File: src/rtl/csa_calc_dispatcher.sv
// Expands a job of N consecutive candidate inputs into work items and serves them
// to the CSA calc stage through a small first-word-fall-through queue.
module csa_calc_dispatcher #(
  parameter int unsigned AXI_DATA_WIDTH    = 32,
  parameter int unsigned CSA_CALC_IN_WIDTH = 48,
  parameter int unsigned QUEUE_DEPTH_LOG2  = 2
) (
  input  logic                         clk,
  input  logic                         rst_n,
  input  logic                         cfg_start,
  input  logic                         cfg_abort,
  input  logic [AXI_DATA_WIDTH-1:0]    cfg_block,
  input  logic [CSA_CALC_IN_WIDTH-1:0] cfg_in_base,
  input  logic [AXI_DATA_WIDTH-1:0]    cfg_in_count,
  input  logic [AXI_DATA_WIDTH-1:0]    cfg_times,
  input  logic [AXI_DATA_WIDTH-1:0]    cfg_times_start,
  output logic                         busy,
  output logic                         done,
  output logic [AXI_DATA_WIDTH-1:0]    items_issued,
  output logic [AXI_DATA_WIDTH-1:0]    items_consumed,
  output logic                         fifo_ready,
  input  logic                         fifo_ren,
  output logic [AXI_DATA_WIDTH-1:0]    csa_calc_logic_block,
  output logic [CSA_CALC_IN_WIDTH-1:0] csa_calc_logic_in,
  output logic [AXI_DATA_WIDTH-1:0]    csa_calc_logic_times,
  output logic [AXI_DATA_WIDTH-1:0]    csa_calc_logic_times_start
);

  localparam int unsigned Depth = 1 << QUEUE_DEPTH_LOG2;

  typedef enum logic [1:0] {StIdle, StRun, StDrain, StDone} state_e;
  typedef logic [QUEUE_DEPTH_LOG2-1:0] ptr_t;
  typedef logic [QUEUE_DEPTH_LOG2:0]   occ_t;

  state_e                       state_q, state_d;
  logic [CSA_CALC_IN_WIDTH-1:0] mem_q [Depth];
  ptr_t                         wptr_q, rptr_q;
  occ_t                         occ_q, occ_d;
  logic [AXI_DATA_WIDTH-1:0]    issued_q, consumed_q, count_q;
  logic [AXI_DATA_WIDTH-1:0]    block_q, times_q, times_start_q;
  logic [CSA_CALC_IN_WIDTH-1:0] base_q, last_q, push_val;

  logic abort_hit, start_ok, push, pop, last_push;

  assign abort_hit = cfg_abort && (state_q != StIdle);
  assign start_ok  = cfg_start && (state_q == StIdle);
  // Push looks at registered occupancy only; a same-cycle pop never frees a slot.
  assign push      = (state_q == StRun) && !occ_q[QUEUE_DEPTH_LOG2] && !abort_hit;
  assign pop       = fifo_ren && (occ_q != '0) && !abort_hit;
  assign last_push = (issued_q + AXI_DATA_WIDTH'(1)) == count_q;
  assign push_val  = base_q + CSA_CALC_IN_WIDTH'(issued_q);

  always_comb begin
    state_d = state_q;
    unique case (state_q)
      StIdle:  if (cfg_start) state_d = (cfg_in_count == '0) ? StDone : StRun;
      StRun:   if (push && last_push) state_d = StDrain;
      StDrain: if (occ_q == '0) state_d = StDone;
      StDone:  state_d = StIdle;
      default: state_d = StIdle;
    endcase
    if (abort_hit) state_d = StIdle;
  end

  always_comb begin
    occ_d = occ_q + occ_t'(push) - occ_t'(pop);
    if (abort_hit) occ_d = '0;
  end

  always_ff @(posedge clk or negedge rst_n) begin
    if (!rst_n) begin
      state_q       <= StIdle;
      occ_q         <= '0;
      wptr_q        <= '0;
      rptr_q        <= '0;
      issued_q      <= '0;
      consumed_q    <= '0;
      count_q       <= '0;
      block_q       <= '0;
      times_q       <= '0;
      times_start_q <= '0;
      base_q        <= '0;
      last_q        <= '0;
    end else begin
      state_q <= state_d;
      occ_q   <= occ_d;
      last_q  <= csa_calc_logic_in;
      if (abort_hit) begin
        wptr_q <= '0;
        rptr_q <= '0;
      end else begin
        if (push) wptr_q <= wptr_q + ptr_t'(1);
        if (pop)  rptr_q <= rptr_q + ptr_t'(1);
      end
      if (start_ok) begin
        count_q       <= cfg_in_count;
        block_q       <= cfg_block;
        times_q       <= cfg_times;
        times_start_q <= cfg_times_start;
        base_q        <= cfg_in_base;
        issued_q      <= '0;
        consumed_q    <= '0;
      end else begin
        if (push) issued_q   <= issued_q + AXI_DATA_WIDTH'(1);
        if (pop)  consumed_q <= consumed_q + AXI_DATA_WIDTH'(1);
      end
    end
  end

  // Storage needs no reset: an empty queue shows last_q, never a slot.
  always_ff @(posedge clk) begin
    if (push) mem_q[wptr_q] <= push_val;
  end

  assign busy                       = (state_q == StRun) || (state_q == StDrain);
  assign done                       = (state_q == StDone);
  assign fifo_ready                 = (occ_q != '0);
  assign items_issued               = issued_q;
  assign items_consumed             = consumed_q;
  assign csa_calc_logic_in          = fifo_ready ? mem_q[rptr_q] : last_q;
  assign csa_calc_logic_block       = block_q;
  assign csa_calc_logic_times       = times_q;
  assign csa_calc_logic_times_start = times_start_q;

endmodule

File: config.mk
export PLATFORM = sky130hd
export DESIGN_NAME = csa_calc_dispatcher
export DESIGN_NICKNAME = d
export VERILOG_FILES = /design/src/rtl/csa_calc_dispatcher.sv
export SDC_FILE = /design/constraint.sdc
export NUM_CORES = 1
export LEC_CHECK = 0
export CORE_ASPECT_RATIO = 0.8
export CORE_UTILIZATION = 57
export DETAILED_ROUTE_END_ITERATION = 16
export PLACE_DENSITY = 0.86
export RECOVER_POWER = 50
export SKIP_LAST_GASP = 1
export SYNTH_ARGS = -nofsm -noshare
export SYNTH_HDL_FRONTEND = slang
export SYNTH_SLANG_ARGS = --single-unit
File: constraint.sdc
create_clock -name clk -period 7.7 [get_ports clk]
set_clock_uncertainty 0.15 [all_clocks]
set_input_delay 1.54 -clock clk [delete_from_list [all_inputs] [get_ports clk]]
set_output_delay 1.54 -clock clk [all_outputs]
set_load 0.02 [all_outputs]
==> impl_metrics.env <==
export IMPL_hold_path_startpoint="last_q[36]"
export IMPL_synth_area_sq_mm=0.0219
export IMPL_crit_arrival_ns=6.49
export IMPL_grt_pass1_wl_mm=87.6
export IMPL_cts_sinks=489
export IMPL_grt_util_all_layers_pct=29.0
export IMPL_place_gp_congestion=0.901
export IMPL_grt_antenna_before_repair=2
export IMPL_slowest_stage="and2_0"
export IMPL_end_kind="register"
export IMPL_synth_top_area_cell="dfrtp_1"
export IMPL_syn_inst=1641
export IMPL_period_needed_ns=6.21
export IMPL_timing_hold_ws_ns=0.311
export IMPL_dr_total_vias=14800
export IMPL_final_cell_area_sq_mm=0.0276
export IMPL_synth_edff_count=192
export IMPL_hold_viol_final=0
export IMPL_drc=9
export IMPL_ys_flop_type="dfrtp_1"
export IMPL_setup_ws_ns=1.49
export IMPL_hold_class="register to register"
export IMPL_power_leakage_nw=11.1
export IMPL_min_to="last_q[36]"
export IMPL_grt_start_max_net_pins=115
export IMPL_worstPathMaxFanout=87
export IMPL_place_hpwl_mm=39.6
export IMPL_viasPerCell=5.82
export IMPL_r2r_slack_ns=2.11
export IMPL_synth_top_area_share_pct=34.0
export IMPL_synth_yosys_seq_area_share_pct=60.4
export IMPL_io_buffer_count=391
export IMPL_stdcell_count=2553
export IMPL_avgSynthCellArea_sq_um=13.3
export IMPL_clk_pin_slew_ns=0.06
export IMPL_setup_viol=0
export IMPL_start_util_pct=58.4
export IMPL_nets=2253
export IMPL_crit_type="input port to register"
export IMPL_regArea_sq_mm=0.0132
export IMPL_cp_common_cell="buf_4"
export IMPL_fillers=2375
export IMPL_drt_pass1_iter_count=11
export IMPL_grt_pass1_vias=15600
export IMPL_maxCapViolations=4
export IMPL_syn_nets=1868
export IMPL_layout_commonest_cell="dfrtp_1"
export IMPL_die_w_um=221
export IMPL_clock_root_buffer="clkbuf_16"
export IMPL_ant_nets=0
export IMPL_fin_util_pct=73.8
export IMPL_hold_depth=2
export IMPL_htree_levels=2
export IMPL_cts_max_path_buffers=3
export IMPL_max_slew_margin_pct=-158
export IMPL_worstPathCellList="clkdlybuf4s50_1 > and2_0 > buf_4 > buf_4 > mux2_2"
export IMPL_fp_coreArea_sq_mm=0.0374
export IMPL_finalCritPeriodShare_pct=80.7
export IMPL_placed_cells=2463
export IMPL_ys_warn_count=0
export IMPL_fmax_mhz=161
export IMPL_yosys_top_cells_area="dfrtp_1, edfxtp_1, mux2_2"
export IMPL_cts_tree="done"
export IMPL_max_stage_delay_ns=2.22
export IMPL_drt_iter0_drc=1287
export IMPL_wl_per_cell_um=22.1
export IMPL_routed_wirelength_mm=56.4
export IMPL_worst_slew_pin_slew_ns=3.87
export IMPL_r2r_start="state_q[1]"
export IMPL_rsz0062_at_grt="no"
export IMPL_ys_async_sr_fraction_pct=60.7
export IMPL_powerDensity_mw_per_mm2=388
export IMPL_holdBufCountCts=0
export IMPL_final_cell_mix="dfrtp_1, clkdlybuf4s50_1, nand2_1, edfxtp_1, mux2_2"
export IMPL_dieArea_sq_mm=0.0391
export IMPL_drive_gt1_share_pct=15.7
export IMPL_multiInputGateArea_sq_mm=0.00824
export IMPL_synth_seq_cells=489
export IMPL_grt_overflow_total=0
export IMPL_cts_buffers=48
export IMPL_rows=63
export IMPL_clk_latency_ns=0.56
export IMPL_crit_required_ns=7.98
export IMPL_fin_setup_tns_ns=0
export IMPL_cp_start_kind="input port"
export IMPL_r2r_cells=6
export IMPL_status="finished, violations left"
export IMPL_final_max_slew_viol_count=278
export IMPL_pre_cts_slack_ns=2.75
export IMPL_violations="DRC, capacitance limit, slew limit"
export IMPL_ctsResizeCount=0
export IMPL_cts_setup_buffers=0
export IMPL_power_mw=10.7
export IMPL_syn_to_final_growth_pct=26.5
export IMPL_synth_cell_type_count=76
export IMPL_placed_cell_area_sq_mm=0.0262
export IMPL_die_h_um=177
export IMPL_r2r_end="csa_calc_logic_block[0]"
export IMPL_ios=392
export IMPL_ir_drop_v=0.000234
==> worst max-delay path, delay by kind of cell <==
| kind | cells | cell delay, ns |
|---|---|---|
| buffers and inverters | 3 | 2.24 |
| AND/OR/NAND/NOR | 1 | 2.22 |
| multiplexers | 1 | 0.41 |
==> registers in the layout, summed over array words and instances, names as in the netlist, 3 cells and up <==
signal                      count
csa_calc_logic_times           32
items_issued                   32
count_q                        32
last_q                         48
items_consumed                 32
occ_q                           3
base_q                         48
csa_calc_logic_block           32
csa_calc_logic_times_start     32
mem_q                         192
==> power breakdown <==
part | leakage (nW) | internal [mW] | switching [mW]
Clock | 0.720 | 1.26 | 0.976
Sequential | 5.39 | 3.72 | 0.512
Combinational | 4.98 | 1.97 | 2.29
Total | 11.1 | 6.95 | 3.78
==> layer usage <==
layer	vias to the layer above	GRT usage [%]	wire length, um
met5	-	0	13
met4	2	8.80	1580
met3	108	7.27	4810
met2	632	49.3	27900
met1	7407	36.8	22100
li1	6699	-	-
==> worst max path at each step <==
stage | from | to | slack, ns | depth (start not counted)
CTS | occ_q[1] | csa_calc_logic_in[30] | 2.42 | 7
floorplan | cfg_abort | mem_q[0][0] | 3.38 | 6
global route | cfg_start | items_consumed[31] | 1.16 | 9
global placement | cfg_start | base_q[33] | 2.82 | 5
detailed placement | cfg_start | base_q[33] | 2.75 | 5
finish | cfg_start | csa_calc_logic_block[0] | 1.49 | 5
==> cell families (layout without fill, tap and decap cells) <==
| logic type | count (synthesis) | count (layout) | share of synthesized area (%) |
|---|---|---|---|
| and+or+nand+nor | 486 | 486 | 10.8 |
| DFF | 489 | 489 | 60.4 |
| other | 0 | 1 | 0 |
| muxes | 226 | 226 | 14.1 |
| AOI/OAI and AO/OA | 158 | 158 | 4.52 |
| xor gates and xnor gates | 139 | 139 | 5.57 |
| adders and majority gates | 46 | 46 | 2.70 |
| buffers and inverters | 97 | 521 | 1.94 |
==> area by class of cell <==
type                            count  share of cell area (%)
Sequential cell                   489                    47.8
Multi-Input combinational cell   1055                    29.8
Timing Repair Buffer              404                    14.5
Clock buffer                       75                    4.97
Tap cell                          487                    2.20
Inverter                           28                   0.380
Clock inverter                     14                   0.367
Antenna cell                        1                 0.00905
==> synthesized netlist by cell type, drive strengths merged (5+ instances only) <==
master / instances
nand2: 205
nand2b: 8
and4: 5
nor2: 103
nor3b: 5
a21oi: 54
o21ai: 37
and3: 11
a21o: 11
mux4: 48
nor3: 14
ha: 44
nor4: 19
edfxtp: 192
o21bai: 5
xnor2: 66
nor2b: 9
mux2: 175
o211ai: 6
xor2: 73
buf: 12
o31ai: 5
or3: 17
dfrtp: 297
clkbuf: 57
inv: 26
nand3: 44
nand4: 25
and2: 12
(Power assumes the default switching activity.)
